**src/rtl/music_seq_pkg.sv**
```systemverilog
// music_seq_pkg: shared FSM state type and widths for the music sequencer
package music_seq_pkg;
    typedef enum logic [1:0] {IDLE, LOAD, WAIT, ADV} music_seq_state_t;
    localparam int DUR_W     = 8;
    localparam int NOTE_REST = 0;
endpackage

```
**src/rtl/music_seq_table.sv**
```systemverilog
// music_seq_table: song table, NUM_ENTRIES x (note, duration) register file
//   i_clk, i_rst        : clock, asynchronous active-high clear (empty song)
//   i_wr_en/addr/note/dur : synchronous write port
//   i_rd_addr -> o_rd_note/o_rd_dur : combinational read port
module music_seq_table
    import music_seq_pkg::*;
#(
    parameter int NUM_ENTRIES = 8,
    parameter int NOTE_W      = 4
) (
    input  logic                           i_clk,
    input  logic                           i_rst,
    input  logic                           i_wr_en,
    input  logic [$clog2(NUM_ENTRIES)-1:0] i_wr_addr,
    input  logic [NOTE_W-1:0]              i_wr_note,
    input  logic [DUR_W-1:0]               i_wr_dur,
    input  logic [$clog2(NUM_ENTRIES)-1:0] i_rd_addr,
    output logic [NOTE_W-1:0]              o_rd_note,
    output logic [DUR_W-1:0]               o_rd_dur
);
    logic [NOTE_W-1:0] r_note [NUM_ENTRIES];
    logic [DUR_W-1:0]  r_dur  [NUM_ENTRIES];

    always_ff @(posedge i_clk or posedge i_rst) begin
        if (i_rst) begin
            for (int i = 0; i < NUM_ENTRIES; i++) begin
                r_note[i] <= '0;
                r_dur[i]  <= '0;
            end
        end else if (i_wr_en) begin
            r_note[i_wr_addr] <= i_wr_note;
            r_dur[i_wr_addr]  <= i_wr_dur;
        end
    end

    assign o_rd_note = r_note[i_rd_addr];
    assign o_rd_dur  = r_dur[i_rd_addr];
endmodule

```
**src/rtl/music_sequencer.sv**
```systemverilog
// music_sequencer: plays the stored (note, duration) song by driving an external down-counter
//   i_clk, i_rst                 : clock, asynchronous active-high reset
//   i_wr_en/addr/note/dur        : table write port (accepted only while idle)
//   i_start, i_stop              : begin playback at entry 0 / abort playback
//   i_counter_done               : done flag from the external counter
//   o_counter_load, o_counter_in : counter load strobe and value
//   o_note, o_idx                : sounding note and current entry index
//   o_busy, o_finished           : playback in progress / song-end pulse
// Build option: define MUSIC_SEQ_LOOP_EN to loop the song until stopped.
module music_sequencer
    import music_seq_pkg::*;
#(
    parameter int NUM_ENTRIES = 8,
    parameter int NOTE_W      = 4
) (
    input  logic                           i_clk,
    input  logic                           i_rst,
    input  logic                           i_wr_en,
    input  logic [$clog2(NUM_ENTRIES)-1:0] i_wr_addr,
    input  logic [NOTE_W-1:0]              i_wr_note,
    input  logic [DUR_W-1:0]               i_wr_dur,
    input  logic                           i_start,
    input  logic                           i_stop,
    input  logic                           i_counter_done,
    output logic                           o_counter_load,
    output logic [DUR_W-1:0]               o_counter_in,
    output logic [NOTE_W-1:0]              o_note,
    output logic [$clog2(NUM_ENTRIES)-1:0] o_idx,
    output logic                           o_busy,
    output logic                           o_finished
);
    localparam int AW = $clog2(NUM_ENTRIES);
    localparam logic [AW-1:0] LAST = AW'(NUM_ENTRIES - 1);
`ifdef MUSIC_SEQ_LOOP_EN
    localparam bit LOOP = 1'b1;
`else
    localparam bit LOOP = 1'b0;
`endif

    music_seq_state_t  r_state, w_state_nxt;
    logic [AW-1:0]     r_idx, w_idx_nxt;
    logic              w_fin, w_wr_ok, w_hit;
    logic [NOTE_W-1:0] w_rd_note, w_note, r_note;
    logic [DUR_W-1:0]  w_rd_dur, w_dur, r_counter_in;
    logic              r_counter_load, r_busy, r_finished;

    assign w_wr_ok = i_wr_en && r_state == IDLE;

    // The table is read at the next index so the LOAD outputs can be registered
    music_seq_table #(.NUM_ENTRIES(NUM_ENTRIES), .NOTE_W(NOTE_W)) u_table (
        .i_clk     (i_clk),
        .i_rst     (i_rst),
        .i_wr_en   (w_wr_ok),
        .i_wr_addr (i_wr_addr),
        .i_wr_note (i_wr_note),
        .i_wr_dur  (i_wr_dur),
        .i_rd_addr (w_idx_nxt),
        .o_rd_note (w_rd_note),
        .o_rd_dur  (w_rd_dur)
    );

    // Forward a write landing together with start so the first LOAD sees it
    assign w_hit  = w_wr_ok && i_wr_addr == w_idx_nxt;
    assign w_dur  = w_hit ? i_wr_dur  : w_rd_dur;
    assign w_note = w_hit ? i_wr_note : w_rd_note;

    // In LOAD, r_counter_load low means the entry's duration was zero (end marker)
    always_comb begin
        w_state_nxt = r_state;
        w_idx_nxt   = r_idx;
        w_fin       = 1'b0;
        case (r_state)
            IDLE: if (i_start) begin
                w_state_nxt = LOAD;
                w_idx_nxt   = '0;
            end
            LOAD: if (i_stop) w_state_nxt = IDLE;
            else if (r_counter_load) w_state_nxt = WAIT;
            else begin
                w_fin = 1'b1;
                if (LOOP && r_idx != '0) begin
                    w_state_nxt = LOAD;
                    w_idx_nxt   = '0;
                end else w_state_nxt = IDLE;
            end
            WAIT: if (i_stop) w_state_nxt = IDLE;
            else if (i_counter_done) w_state_nxt = ADV;
            ADV: if (i_stop) w_state_nxt = IDLE;
            else if (r_idx == LAST) begin
                w_fin = 1'b1;
                w_state_nxt = LOOP ? LOAD : IDLE;
                w_idx_nxt   = '0;
            end else begin
                w_state_nxt = LOAD;
                w_idx_nxt   = r_idx + 1'b1;
            end
            default: w_state_nxt = IDLE;
        endcase
    end

    always_ff @(posedge i_clk or posedge i_rst) begin
        if (i_rst) begin
            r_state        <= IDLE;
            r_idx          <= '0;
            r_counter_load <= 1'b0;
            r_counter_in   <= '0;
            r_note         <= '0;
            r_busy         <= 1'b0;
            r_finished     <= 1'b0;
        end else begin
            r_state        <= w_state_nxt;
            r_idx          <= w_idx_nxt;
            r_counter_load <= w_state_nxt == LOAD && w_dur != '0;
            r_counter_in   <= w_state_nxt == LOAD ? w_dur : '0;
            r_note         <= w_state_nxt == LOAD ? (w_dur != '0 ? w_note : NOTE_W'(NOTE_REST))
                            : w_state_nxt == IDLE ? NOTE_W'(NOTE_REST) : r_note;
            r_busy         <= w_state_nxt != IDLE;
            r_finished     <= w_fin;
        end
    end

    assign o_counter_load = r_counter_load;
    assign o_counter_in   = r_counter_in;
    assign o_note         = r_note;
    assign o_idx          = r_idx;
    assign o_busy         = r_busy;
    assign o_finished     = r_finished;
endmodule

```
**config.mk**
```make
export PLATFORM = sky130hd
export DESIGN_NAME = music_sequencer
export DESIGN_NICKNAME = d
export VERILOG_FILES = /design/src/rtl/music_seq_pkg.sv /design/src/rtl/music_seq_table.sv /design/src/rtl/music_sequencer.sv
export SDC_FILE = /design/constraint.sdc
export NUM_CORES = 1
export LEC_CHECK = 0
export ABC_AREA = 1
export CELL_PAD_IN_SITES_DETAIL_PLACEMENT = 1
export CELL_PAD_IN_SITES_GLOBAL_PLACEMENT = 2
export CORE_MARGIN = 2
export CORE_UTILIZATION = 30
export DETAILED_ROUTE_END_ITERATION = 6
export GPL_TIMING_DRIVEN = 0
export PLACE_DENSITY_LB_ADDON = 0.1
export SYNTH_ARGS = -nofsm -noshare
export SYNTH_HDL_FRONTEND = slang
export SYNTH_SLANG_ARGS = --single-unit
```
**constraint.sdc**
```tcl
create_clock -name i_clk -period 4.65 [get_ports i_clk]
set_input_delay 0.93 -clock i_clk [delete_from_list [all_inputs] [get_ports i_clk]]
set_output_delay 0.93 -clock i_clk [all_outputs]
set_load 0.1 [all_outputs]
```
Word level (Yosys, flattened, before mapping)
Cells that the tools add are included.
{"block": "word_totals", "regBits": 116, "latch_bits": 0, "ram_bits": 0, "rom_bits": 0, "out_inout_bits": 18, "word_cells": 79, "memories": 0}
{"block": "classes", "n_addsub": 1, "mul": 0, "div": 0, "order_cmp": 3, "n_eq_ne": 6, "shift": 0, "n_mux": 35, "bitwise": 2, "n_reduce_logical": 9}
{"operator": "bitwise mux 64 bit", "n": 1}
{"operator": "two-way mux 8 bit", "n": 5}
{"operator": "bitwise mux 32 bit", "n": 1}
{"operator": "two-way mux 4 bit", "n": 7}
{"operator": "binary-select mux 8 bit (select 3 bit)", "n": 1}
{"operator": "demux 8 bit (select 3 bit)", "n": 1}
{"operator": "binary-select mux 4 bit (select 3 bit)", "n": 1}
{"operator": "demux 4 bit (select 3 bit)", "n": 1}
{"operator": "two-way mux 2 bit", "n": 5}
{"operator": "two-way mux 3 bit", "n": 3}
{"operator": "greater-or-equal comparator 4 bit, second input constant", "n": 2}
{"operator": "NOT 3 -> 4 bit", "n": 2}
{"operator": "case mux 2 bit (4 select lines)", "n": 1}
{"operator": "nonzero test 8 bit", "n": 1}
{"operator": "two-way mux 1 bit", "n": 6}
{"operator": "case mux 3 bit (2 select lines)", "n": 1}
{"operator": "== test 2 x 1 -> 1 bit, second input constant", "n": 2}
{"operator": "== test 2 bit, second input constant", "n": 2}
{"operator": "logical AND 1 bit", "n": 4}
{"operator": "logical NOT 2 bit", "n": 2}
{"operator": "< comparator 4 x 1 -> 1 bit, second input constant", "n": 1}
{"operator": "nonzero test 2 bit", "n": 2}
{"operator": "adder 3 x 1 -> 3 bit, second input constant", "n": 1}
{"operator": "== test 3 bit", "n": 1}
{"operator": "2 further kinds", "n": 2}

Longest topological paths before layout
Gate-level depths: netlist (run 1).
{"block": "depth", "word_depth": 12, "mapped_depth": 20, "ltp_nobuf": 20}

Hierarchy
From an unflattened synthesis (run 1), not the netlist that was laid out.
{"block": "unflattened", "cells_unflattened": 811, "hier_area_um2": 5989.5}
{"module": "music_seq_table", "instances": 1, "cells_each": 654, "area_each_um2": 4727.0, "seq_area_each_um2": 2402.3}
{"module": "music_sequencer", "instances": 1, "cells_each": 157, "area_each_um2": 1262.5, "seq_area_each_um2": 500.5}

Worst setup path after synthesis (run 1)
OpenSTA, ideal clock, no wires.
{"block": "synth_timing", "path_kind": "register to register", "startpoint": "register r_idx[0], in the netlist o_idx[0]", "endpoint": "register r_note[0], in the netlist o_note[0]", "setup_ps": 120, "arrival_ps": 2615, "path_slack_ps": 1915, "stages_incl_launch_ff": 19, "n_path_buf": 0, "synth_period_minus_slack_ps": 2735, "cell_sequence": "dfrtp_1 > ha_1 > ha_1 > nor2_1 > nand3_1 > nand2_2 > nand2_4 > nand2_1 > nand2_1 > nor2_2 > nand2_4 > inv_2 > nand2_1 > nand2_1 > nand2_1 > nor2_2 > nand2_2 > nand3_1 > nand2_1"}
{"block": "synth_between", "elab_chain_len": 12, "elab_cells_between_ends": 26, "cone_classes": "add/sub: 1; eq/ne: 3; mux: 17; bitwise: 1; reduce/logical: 4"}
{"item": "start, declared", "line": "music_sequencer.sv:41", "text": "logic [AW-1:0] r_idx, w_idx_nxt;"}
{"item": "start signal, assigned", "line": "music_sequencer.sv:112", "text": "r_idx <= w_idx_nxt;"}
{"item": "adder 3 x 1 -> 3 bit / == test 3 bit (equally long branches)", "line": "music_sequencer.sv:95, music_sequencer.sv:89"}
{"item": "two-way mux 3 bit", "line": "music_sequencer.sv:89", "text": "else if (r_idx == LAST) begin"}
{"item": "two-way mux 3 bit", "line": "music_sequencer.sv:88", "text": "ADV: if (i_stop) w_state_nxt = IDLE;"}
{"item": "case mux 3 bit (2 select lines)", "line": "music_sequencer.sv:72", "text": "case (r_state)"}
{"item": "NOT 3 -> 4 bit (implied by the code)", "line": "music_seq_table.sv:36, music_seq_table.sv:37"}
{"item": "binary-select mux 8 bit (select 3 bit)", "line": "music_seq_table.sv:37", "text": "assign o_rd_dur = r_dur[i_rd_addr];"}
{"item": "two-way mux 8 bit (implied by the code) (2 in a row)", "line": "music_seq_table.sv:37"}
{"item": "two-way mux 8 bit", "line": "music_sequencer.sv:64", "text": "assign w_dur = w_hit ? i_wr_dur : w_rd_dur;"}
{"item": "nonzero test 8 bit", "line": "music_sequencer.sv:115", "text": "r_note <= w_state_nxt == LOAD ? (w_dur != '0 ? w_note : NOTE_W'(NOTE_REST))"}
{"item": "two-way mux 4 bit (2 in a row)", "line": "music_sequencer.sv:115"}
{"item": "end signal, assigned", "line": "music_sequencer.sv:115"}
{"item": "end, declared", "line": "music_sequencer.sv:43", "text": "logic [NOTE_W-1:0] w_rd_note, w_note, r_note;"}
Several ways; a longest one is shown, not always the timed one. The select of a mux whose other input is x is not followed.
A chain may end at the register's enable or synchronous reset.

Final worst setup path (run 1)
{"block": "layout_timing", "startpoint": "input i_stop", "endpoint": "register r_note[3], in the netlist o_note[3]"}
{"block": "layout_between", "elab_chain_len": 10, "elab_cells_between_ends": 23, "cone_classes": "eq/ne: 2; mux: 16; bitwise: 1; reduce/logical: 4"}
{"item": "start, declared", "line": "music_sequencer.sv:23", "text": "input logic i_stop,"}
{"item": "two-way mux 3 bit (*)", "line": "music_sequencer.sv:88"}
{"item": "case mux 3 bit (2 select lines) (*)", "line": "music_sequencer.sv:72"}
{"item": "net u_table.i_rd_addr[0]", "line": "music_seq_table.sv:17", "text": "input logic [$clog2(NUM_ENTRIES)-1:0] i_rd_addr,"}
{"item": "NOT 3 -> 4 bit (implied by the code)", "line": "music_seq_table.sv:36, music_seq_table.sv:37"}
{"item": "binary-select mux 8 bit (select 3 bit)", "line": "music_seq_table.sv:37"}
{"item": "two-way mux 8 bit (implied by the code) (2 in a row)", "line": "music_seq_table.sv:37"}
{"item": "two-way mux 8 bit", "line": "music_sequencer.sv:64"}
{"item": "nonzero test 8 bit", "line": "music_sequencer.sv:115"}
{"item": "two-way mux 4 bit (*) (2 in a row)", "line": "music_sequencer.sv:115"}
Mark *: on every way through the listed nets, which the timed path passes. The rest lies on a longest branch. The select of a mux whose other input is x is not followed.

==> impl_results.md, run 1 <==
- Fmax: 326 MHz
- Routed met3 length: about 670 um
- Synth area leaders: dfrtp_1, nand2_1, o21ai_0
- Slew @ Worst Pin: 0.977 ns
- Clock share of power: 0.268
- Power Total: just under 0.005 W
- Final Core Density: 0.373
- First-pass GRT wire length: just over 30 mm
- CTS tree: done
- Fin crit period: between 3 and 4 ns
- Number of buffers created by CTS: 17
- FP Rows: 50
- WL met2: between 8 and 9 mm
- Cell count after synthesis: about 690
- Clock Skew: between 0.01 and 0.015 ns
- Longest Clk Path Bufs: 2
- Clk pin slew, worst setup/hold paths: ~0.050 ns
- Most frequent cell after synthesis: nand2_1
- Share of the synthesized area in the top cell type: 0.515
- Net switching power: 0.00199 W
- Htree depth: 4
- Final ANT Viol Nets: 0
- Crit-path max cell delay: between 0.5 and 0.6 ns
- TritonCTS Sinks: approximately 120
- Synth Area in Compound Gates: 0.129
- N_diodes: 0
- Top layer in use: met4
- Max-cap violations: 0
- Synthesized area per cell: 8.15 um^2
- Switching Fraction: 0.414
- Slack of the worst reg-to-reg path: about 1.8 ns
- Pint: between 0.002 and 0.003 W
- FF+latch count, synth: ~120
- Total GRT Usage: 0.203
- CP Buf/Inv Count: 4
- Logic pwr share: 0.375
- Critical Path End Type: register
- Hold_buf cts: 0
- Share of layout cells above drive strength 1: 0.109
- Post-synth top cells: nand2_1, dfrtp_1, o21ai_0
- Post-synth EDFFs: 0
- Total Wirelength: between 15 and 20 mm
- Post-Synth Adder-Cell Area: 0.0133
- Die area: around 20,000 um^2
- Sequential Power Share: 0.357
- Vias in the first global route: 5,252
- Slew margin rel.: 0.347
- Startpoint types: input port
- Die width: 141 um
- Worst hold path class: register to register
- Async set-reset flop share out of synthesis: 1.00
- Met1 WL: 9.37 mm
- Storage cell area: approximately 2900 um^2
- CP Max Fanout: 10
- Final period util: 0.660
- Largest net degree at the start of global routing: 65
- Main synth FF type: dfrtp_1
- Synth-to-layout area growth: 22.7%
- Starting Density: 0.304
- Cell taking the most area after synthesis: dfrtp_1
- Unrepaired setup endpoints after global routing: no
- Peak supply drop: about 260 uV
- CP required: 4.96 ns
- Post-Synth XOR/XNOR Area: 0
- Outcome: complete, no violations
- PwrDens: slightly below 700 nW/um^2
- Register area share after synthesis: 0.515
- Setup CP Type: input port to register
- Postcts setup bufs: 0
- Initial DRC Count: about 280
- Drt pass-1 iters: 4
- Post-synthesis mux area share: 0
- Per-cell routed wire length: 19.0 um
- Largest family of logic cells by synthesized area: simple AND/OR/NAND/NOR gates
- Synth warn: 0
- Port bufs: 38
- Max-slew violation count: 0
- Synth cell types: 29
- Initial antenna violation count: 0
- # DRC: 0
- Root buf cell: clkbuf_16
- Cells resized by post-CTS repair: 0
- Placer congestion estimate: between 0.7 and 0.8
- Cell Area, Synth: ~5600 um^2
- Final setup viols: 0
- Filler cell count: about 2,200
- Mapped Nets: just over 700
- Slowest CP cell: clkdlybuf4s50_1
- Final net count: 777
- Most frequent cell on the critical path: nand3_1
- Vias per inst: ~5.0
- Core Area: approximately 19,000 um^2
- Leak: approximately 3.3 nW
- Simple-Gate Fraction of Synth Area: 0.267
- Delay-heaviest family, CP: buffers and inverters
- Hold Slack: 0.481 ns
- Placed wire-length estimate after detailed placement: between 10 and 15 mm
- Die height: between 100 and 150 um
- Area used by multi-input combinational logic: about 2300 um^2
- Final hold viol count: 0
- Clock Latency Late Sink: roughly 0.42 ns
- GRT overflow: 0
- CP Data Arrival Time: around 3.4 ns
- Ports: 39
- Via count: 4,939
- CP cell instances: clkdlybuf4s50_1, nor2_1, nand3_1, nand2_2, nand2_4, buf_4, inv_4, buf_4, o211ai_1, o211ai_1, nand3_1, o21ai_0, nand3_1, nand2_1
==> worst paths after layout <==
check                                               from                             end  cells past startpoint
setup / recovery                                  i_stop           o_note[3]$_DFFE_PP0P_                     14
hold / removal             u_table.r_dur[55]$_DFFE_PP0P_   u_table.r_dur[55]$_DFFE_PP0P_                      2
setup reg to reg                    r_state[0]$_DFF_PP0_           o_note[3]$_DFFE_PP0P_                     14
hold reg to reg            u_table.r_dur[55]$_DFFE_PP0P_   u_table.r_dur[55]$_DFFE_PP0P_                      2
max in group asynchronous                          i_rst  u_table.r_note[27]$_DFFE_PP0P_                      3
min in group asynchronous                          i_rst           o_note[0]$_DFFE_PP0P_                      2
==> through the flow <==
stage | cell area, um^2 | setup WS, ns | setup TNS (ns) | std cells
floorplan | 5640 | 0.648 | 0 | 692
global placement | 6310 | -1.29 | -148.95 | 964
detailed placement | 6350 | 1.18 | 0 | 965
CTS | 6920 | 1.62 | 0 | 996
global route | 6920 | 1.40 | 0 | 996
finish | 6920 | 1.58 | 0 | 996
==> area by class of cell <==
cell class	instances	area share
clock inverter	13	0.0197
sequential	116	0.419
clock buffer	18	0.0634
inverter	70	0.0390
multi-input combinational	471	0.333
buffer	35	0.0240
tap	234	0.0423
timing repair buffer	39	0.0589
==> cells in the final DEF, fill, tap and decap left out <==
master	Yosys	routed
nand2_2	7	7
inv_1	61	60
nor2_2	3	3
clkinv_2	0	4
o22ai_1	4	4
clkbuf_16	0	17
nand3_1	75	75
clkbuf_1	16	16
clkbuf_8	0	1
nor2_1	28	28
clkinvlp_4	0	4
nand2_1	183	183
buf_4	2	2
inv_6	0	1
nand3b_1	23	23
clkinv_1	1	1
o21ai_0	110	110
inv_4	1	1
o211ai_1	13	13
nand2_4	4	4
nor2_4	1	1
bufinv_16	0	2
a21oi_1	2	2
nand3_2	1	1
o21bai_2	1	1
buf_2	16	16
o21ai_1	1	1
dfrtp_1	116	116
buf_6	1	1
ha_1	6	6
buf_16	0	1
o21a_1	1	1
clkinv_4	0	3
inv_2	7	7
or2_2	6	6
a211o_1	1	1
clkdlybuf4s50_1	0	38
a32o_1	1	1
==> registers in the layout (all words and copies together), names as in the netlist <==
register / cells
o_finished: 1
o_counter_in: 8
o_idx: 3
u_table.r_note: 32
o_counter_load: 1
u_table.r_dur: 64
r_state: 2
o_note: 4
o_busy: 1
==> worst min-delay path, stage by stage (launching register included) <==
cell and delay, ns:
dfrtp_1 0.33, nand2_1 0.05, o21ai_0 0.06
==> power groups by stage <==
stage	Sequential, W	Combinational, W	Clock [W]
after CTS	0.00172	0.00181	0.00131
after detailed placement	0.00173	0.00181	0
final	0.00172	0.00180	0.00129
after global placement	0.00171	0.00177	0
after global routing	0.00178	0.00202	0.00136
after floorplan	0.00206	0.000921	0
==> per-layer routing <==
metal	vias to the layer above	GRT usage
met5	-	0
met4	0	0.0653
met3	23	0.0340
met2	93	0.316
met1	2446	0.288
li1	2377	-
==> logic make-up after synthesis <==
kind of cell / Yosys count
flops: 116
buf+inv: 105
simple gates: 331
compound gates: 134
fa+ha+maj: 6
(Power assumes the default switching activity.)
==> run 2, diff against run 1 <==
==> constraint.sdc (replaced) <==
create_clock -name i_clk -period 3 [get_ports i_clk]
set_input_delay 0.6 -clock i_clk [delete_from_list [all_inputs] [get_ports i_clk]]
set_output_delay 0.6 -clock i_clk [all_outputs]
set_load 0.1 [all_outputs]
==> impl_results.md, run 2 (synthesis results as in run 1) <==
- RR Startpoint: r_state[1]$_DFF_PP0_
- Die height: 141 um
- Max-cap violations: 0
- Final net count: between 700 and 800
- Longest Clk Path Bufs: 2
- Slowest CP cell: dfrtp_1
- Initial DRC Count: ~330
- Final ANT Viol Nets: 0
- Routed met3 length: between 700 and 800 um
- Die width: around 140 um
- Drt pass-1 iters: 5
- Final period util: 0.909
- CTS tree: done
- Clock Latency Late Sink: about 0.42 ns
- FF-to-FF End: o_note[1]$_DFFE_PP0P_
- Commonest cells after routing, fill and taps aside: nand2_1, dfrtp_1, o21ai_0
- CP Buf/Inv Count: 4
- Max-slew violation count: 0
- Initial antenna violation count: 0
- Final hold viol count: 0
- Layout Cells excl Fill: about 1,000
- Vias in the first global route: about 5,100
- Min-delay src: u_table.r_dur[21]$_DFFE_PP0P_
- Number of buffers created by CTS: 17
- Via count: 4,926
- Total GRT Usage: 0.201
- First-pass GRT wire length: around 30 mm
- Vias per inst: between 4 and 5
- Peak supply drop: 299 uV
- Share of layout cells above drive strength 1: 0.111
- Most common cell after layout, fill and taps aside: nand2_1
- Htree depth: 4
- Per-cell routed wire length: roughly 19 um
- Worst setup margin: 0.272 ns
- CP required: roughly 3.3 ns
- Power Total: between 0.007 and 0.008 W
- CP Data Arrival Time: approximately 3.0 ns
- CP cell instances: inv_1, ha_1, nand2_1, nand2_1, nand2_1, nand2_4, inv_2, buf_2, nand3_1, nand3_1, nand3_1, nand2_1, inv_1, nand2_1, nor2_2, nand2_2, nand3_1, nand2_1
- Hold Slack: 0.476 ns
- # DRC: 0
- Dpl ws: -0.154 ns
- Critical Path End Type: register
- Postcts setup bufs: 0
- PwrDens: about 1100 nW/um^2
- Most frequent cell on the critical path: nand2_1
- Die area: between 15,000 and 20,000 um^2
- Placed Instances: between 900 and 1,000
- Placer congestion estimate: slightly below 0.8
- Startpoint types: register
- Crit-path max cell delay: roughly 0.42 ns
- Starting Density: 0.304
- Fmax: 367 MHz
- Hold Path Depth: 2
- Synth-to-layout area growth: 23.7%
- Hold path endpoint: u_table.r_dur[21]$_DFFE_PP0P_
- Slack of the worst reg-to-reg path: approximately 0.27 ns
- Clk pin slew, worst setup/hold paths: about 0.060 ns
- Worst hold path class: register to register
- TritonCTS Sinks: around 120
- Core Area: 18,600 um^2
- Setup CP Type: register to register
- Clock Skew: 0.00832 ns
- Outcome: complete, no violations
- Top layer in use: met4
- Placed wire-length estimate after detailed placement: roughly 14 mm
- Crit path from: r_state[1]$_DFF_PP0_
- Slew @ Worst Pin: between 0.9 and 1 ns
- Largest net degree at the start of global routing: 39
- Leak: roughly 3.4 nW
- GRT overflow: 0
- Slew margin rel.: 0.343
- Met1 WL: 9.35 mm
- Delay-heaviest family, CP: simple AND/OR/NAND/NOR gates
- Max FFs per register: between 60 and 70
- CP Max Fanout: 10
- N_diodes: 0
- Fin crit period: about 2.7 ns
- Total Wirelength: approximately 19 mm
- Final setup viols: 0
- Port bufs: 38
- Unrepaired setup endpoints after global routing: no
- WL met2: roughly 8.6 mm
- Root buf cell: clkbuf_16
- Most flops, register: u_table.r_dur
- Final Core Density: 0.375
- FP Rows: 50
- Ports: 39
- Worst R2R Path Depth: 18
run 2: cell types whose count changed in the layout (fill, tap and decap cells not counted):
cell      delta
a21oi_1      -1
a21oi_2      +1
buf_12       +3
buf_16       -1
buf_2        -3
clkbuf_1     +3
clkbuf_4     +3
clkbuf_8     +2
clkinv_4     -3
dfrtp_1      -1
dfrtp_2      +1
inv_6        -1
nand2_2      -1
nand2_4      +1
run 2: area by class of cell:
| type | instances | area (um^2) |
|---|---|---|
| fillers | 2192 | 11600 |
| well taps | 234 | 293 |
| inverters | 70 | 269 |
| plain buffers | 35 | 174 |
| flip-flops and latches | 116 | 2900 |
| clock inverters | 9 | 103 |
| repair buffers | 41 | 440 |
| multi-input cells | 471 | 2320 |
| clock buffers | 23 | 478 |
run 2: worst max path at each step:
| stage | endpoint | slack [ns] | cells past startpoint |
|---|---|---|---|
| 2_1_floorplan | o_note[0]$_DFFE_PP0P_ | 0.27 | 18 |
| 6_report | o_note[1]$_DFFE_PP0P_ | 0.27 | 18 |
| 3_5_place_dp | o_note[0]$_DFFE_PP0P_ | -0.15 | 14 |
| 3_3_place_gp | u_table.r_dur[43]$_DFFE_PP0P_ | -0.26 | 2 |
| 4_1_cts | o_note[0]$_DFFE_PP0P_ | 0.18 | 14 |
| 5_1_grt | o_note[0]$_DFFE_PP0P_ | 0.02 | 17 |
run 2: layer usage:
layer / vias up / global-route usage
met5: - / 0
met4: 0 / 0.0484
met3: 13 / 0.0374
met2: 103 / 0.313
met1: 2430 / 0.290
li1: 2380 / -
run 2: what timing repair did:
action | CTS | global route
hold buffers | 0 | 0
endpoints found under the setup margin | 0 | 3
gates resized for setup | 0 | 6
run 2: power by group:
part           internal, W  switching [W]
Sequential         0.00229       0.000376
Clock              0.00128       0.000730
Combinational     0.000861        0.00194
Total              0.00443        0.00305
run 2: tightest hold or removal path, delay by kind of cell, from the launching register on:
family           cells  cell delay, ns
flip-flops           1            0.33
AO/OA/AOI/OAI        1            0.06
AND/OR/NAND/NOR      1            0.05
run 2: per-stage QoR:
stage	instance area [um^2]	setup TNS, ns
5_1_grt	6980	0
6_report	6980	0
4_1_cts	6960	0
3_5_place_dp	6380	-0.549
3_3_place_gp	6320	-29.24
2_1_floorplan	5650	0
==> patch: new RTL, config.mk and constraints of run 2 <==
The 4 states of `music_seq_state_t` get a one-hot encoding in 4 bits.
--- a/src/rtl/music_seq_pkg.sv
+++ b/src/rtl/music_seq_pkg.sv
@@ -1,6 +1,6 @@
 // music_seq_pkg: shared FSM state type and widths for the music sequencer
 package music_seq_pkg;
-    typedef enum logic [1:0] {IDLE, LOAD, WAIT, ADV} music_seq_state_t;
+    typedef enum logic [3:0] {IDLE = 4'b0001, LOAD = 4'b0010, WAIT = 4'b0100, ADV = 4'b1000} music_seq_state_t;
     localparam int DUR_W     = 8;
     localparam int NOTE_REST = 0;
 endpackage
Behaviour: no difference found for any inputs over 4 cycles, from zero or initial values and one cycle with i_rst high; so few cycles prove little.
==> patch against run 2 <==
Area after synthesis is 1.4% higher. Total power shrank 20%. Core utilization grew 0.43 points. Highest routed layer unchanged. Sequential cell count increased by 2. Sequential power decreased by 15%. Hold slack better by 7.2 ps. Largest cell class unchanged. Setup slack got worse by 93 ps. Sequential share of layout area hardly changed. Cell area up 1.8%. Routed wire length increased by 3.7%.
==> patch: results (changes against run 2) <==
metric	value	unit	change
GPL Wtd Cong	0.840		+6.9%
R2R setup slack	190	ps	-80 ps
Max-slew headroom	0.347		+0.00449
CP max-delay cell	clkdlybuf4s50_1		
M2 GR Usage	0.342		+0.0293
Final Util	0.380		+0.00431
clk_skew	9.38	ps	+1.06 ps
Post-Place Cell Area	6460	µm²	+1.3%
FF-to-FF Start	o_idx[0]		
pre-CTS WS	-387	ps	-233 ps
Reg with most FFs	u_table.r_dur		
Final min period	2820	ps	+92.7 ps
syn_area_per_cell	7.94	µm²	-2.7%
first-pass GRT wire length	30.9	mm	+1.5%
GRT met3 Usage	0.0370		-0.000352
sequential area share after synthesis	0.516		+0.00176
Setup Buffers After CTS	0		unchanged
met1 wire length	9.53	mm	+1.9%
wire length on met3	563	µm	-22%
grt met1 use	0.275		-0.0149
pin count of the biggest net entering global routing	41		+5.1%
DR WL met2	9.23	mm	+7.7%
nonclk buf count	77		+1.3%
Critical Path Sink	o_note[0]		
via count of the first global-routing pass	5383		+4.5%
fraction of area in multi-input gates	0.325		-0.00737
fill count	2196		+0.18%
total track usage	0.205		+0.00385
Mapped Area	5720	µm²	+1.4%
post-DR vias/cell	4.91		-0.37%
Unique masters post-synth	28		-3.4%
Mapped Nets	744		+3.5%
layout cells sized above 1	0.101		-0.0104
CP Data Arrival Time	3130	ps	+100 ps
sequential cell area share	0.416		-0.000434
DRT Wirelength	19.5	mm	+3.7%
outcome	finished, final reports clean		
Clock buf/inv share	0.0875		+0.00432
placed insts	996		+3.0%
cells on worst reg2reg path	17		-1
DP Wirelength	14.2	mm	+0.70%
Nets	804		+3.2%
Switching Fraction	0.346		-0.0614
Signal buf overhead	0.0891		+0.00106
post_cts resized	1		+1
Leakage	3.43	nW	+2.2%
commonest cells in the netlist	185 x nand2_1, 119 x o21ai_0, 117 x dfrtp_1		
highest cell delay on the worst timing path	560	ps	+140 ps
crit path launch	i_stop		
Multi-input comb cells	489		+3.8%
Area contributors post-synth	dfrtp_1 51%, nand2_1 12%, o21ai_0 10%, nand3_1 8.1%, inv_1 4.7%		
Slew @ Worst Pin	976	ps	-6.71 ps
per-cell routed wire length	19.0	µm	+0.76%
[patch: cell types whose count changed after synthesis, sizes merged, moves of 5 or more]
cell / run 2 / this run
nand3: 76 / 95
o211ai: 13 / 6
o21ai: 111 / 120
nor2: 32 / 51
nand3b: 23 / 18
or2: 6 / 0
inv: 69 / 77
[patch: worst register-to-register path, delay by kind of cell, from the launching register on]
kind,cells,cell delay (ps)
fa+ha+maj,2,430
buf+inv,2,350
flops,1,450
simple gates,13,1470
[patch: cells by family (layout without fill, tap and decap cells)]
logic type | count (synthesis) | after routing | synth area share
AO/OA/AOI/OAI | 130 | 130 | 0.117
adder cells (fa/ha/maj) | 2 | 2 | 0.00437
buffers and inverters | 114 | 187 | 0.0820
flip-flops | 118 | 118 | 0.516
AND/OR/NAND/NOR | 357 | 357 | 0.280
[patch: power by group through the flow]
| stage | sequential, mW | combinational [mW] | clock (mW) |
|---|---|---|---|
| 2_1_floorplan | 2.49 | 0.890 | 0 |
| 4_1_cts | 2.27 | 1.60 | 2.17 |
| 5_1_grt | 2.32 | 1.79 | 2.26 |
| 3_5_place_dp | 2.29 | 1.59 | 0 |
| 3_3_place_gp | 2.28 | 1.54 | 0 |
| 6_report | 2.27 | 1.60 | 2.12 |
[patch: worst min path at each step]
| stage | start | endpoint | slack [ps] | cells after the start |
|---|---|---|---|---|
| 2_1_floorplan | u_table.r_dur[0] | u_table.r_dur[0] | 440 | 2 |
| 3_3_place_gp | u_table.r_dur[21] | u_table.r_dur[21] | 460 | 2 |
| 3_5_place_dp | u_table.r_dur[20] | u_table.r_dur[20] | 470 | 2 |
| 4_1_cts | u_table.r_note[20] | u_table.r_note[20] | 490 | 2 |
| 5_1_grt | u_table.r_dur[7] | u_table.r_dur[7] | 500 | 2 |
| 6_report | u_table.r_dur[23] | u_table.r_dur[23] | 480 | 2 |
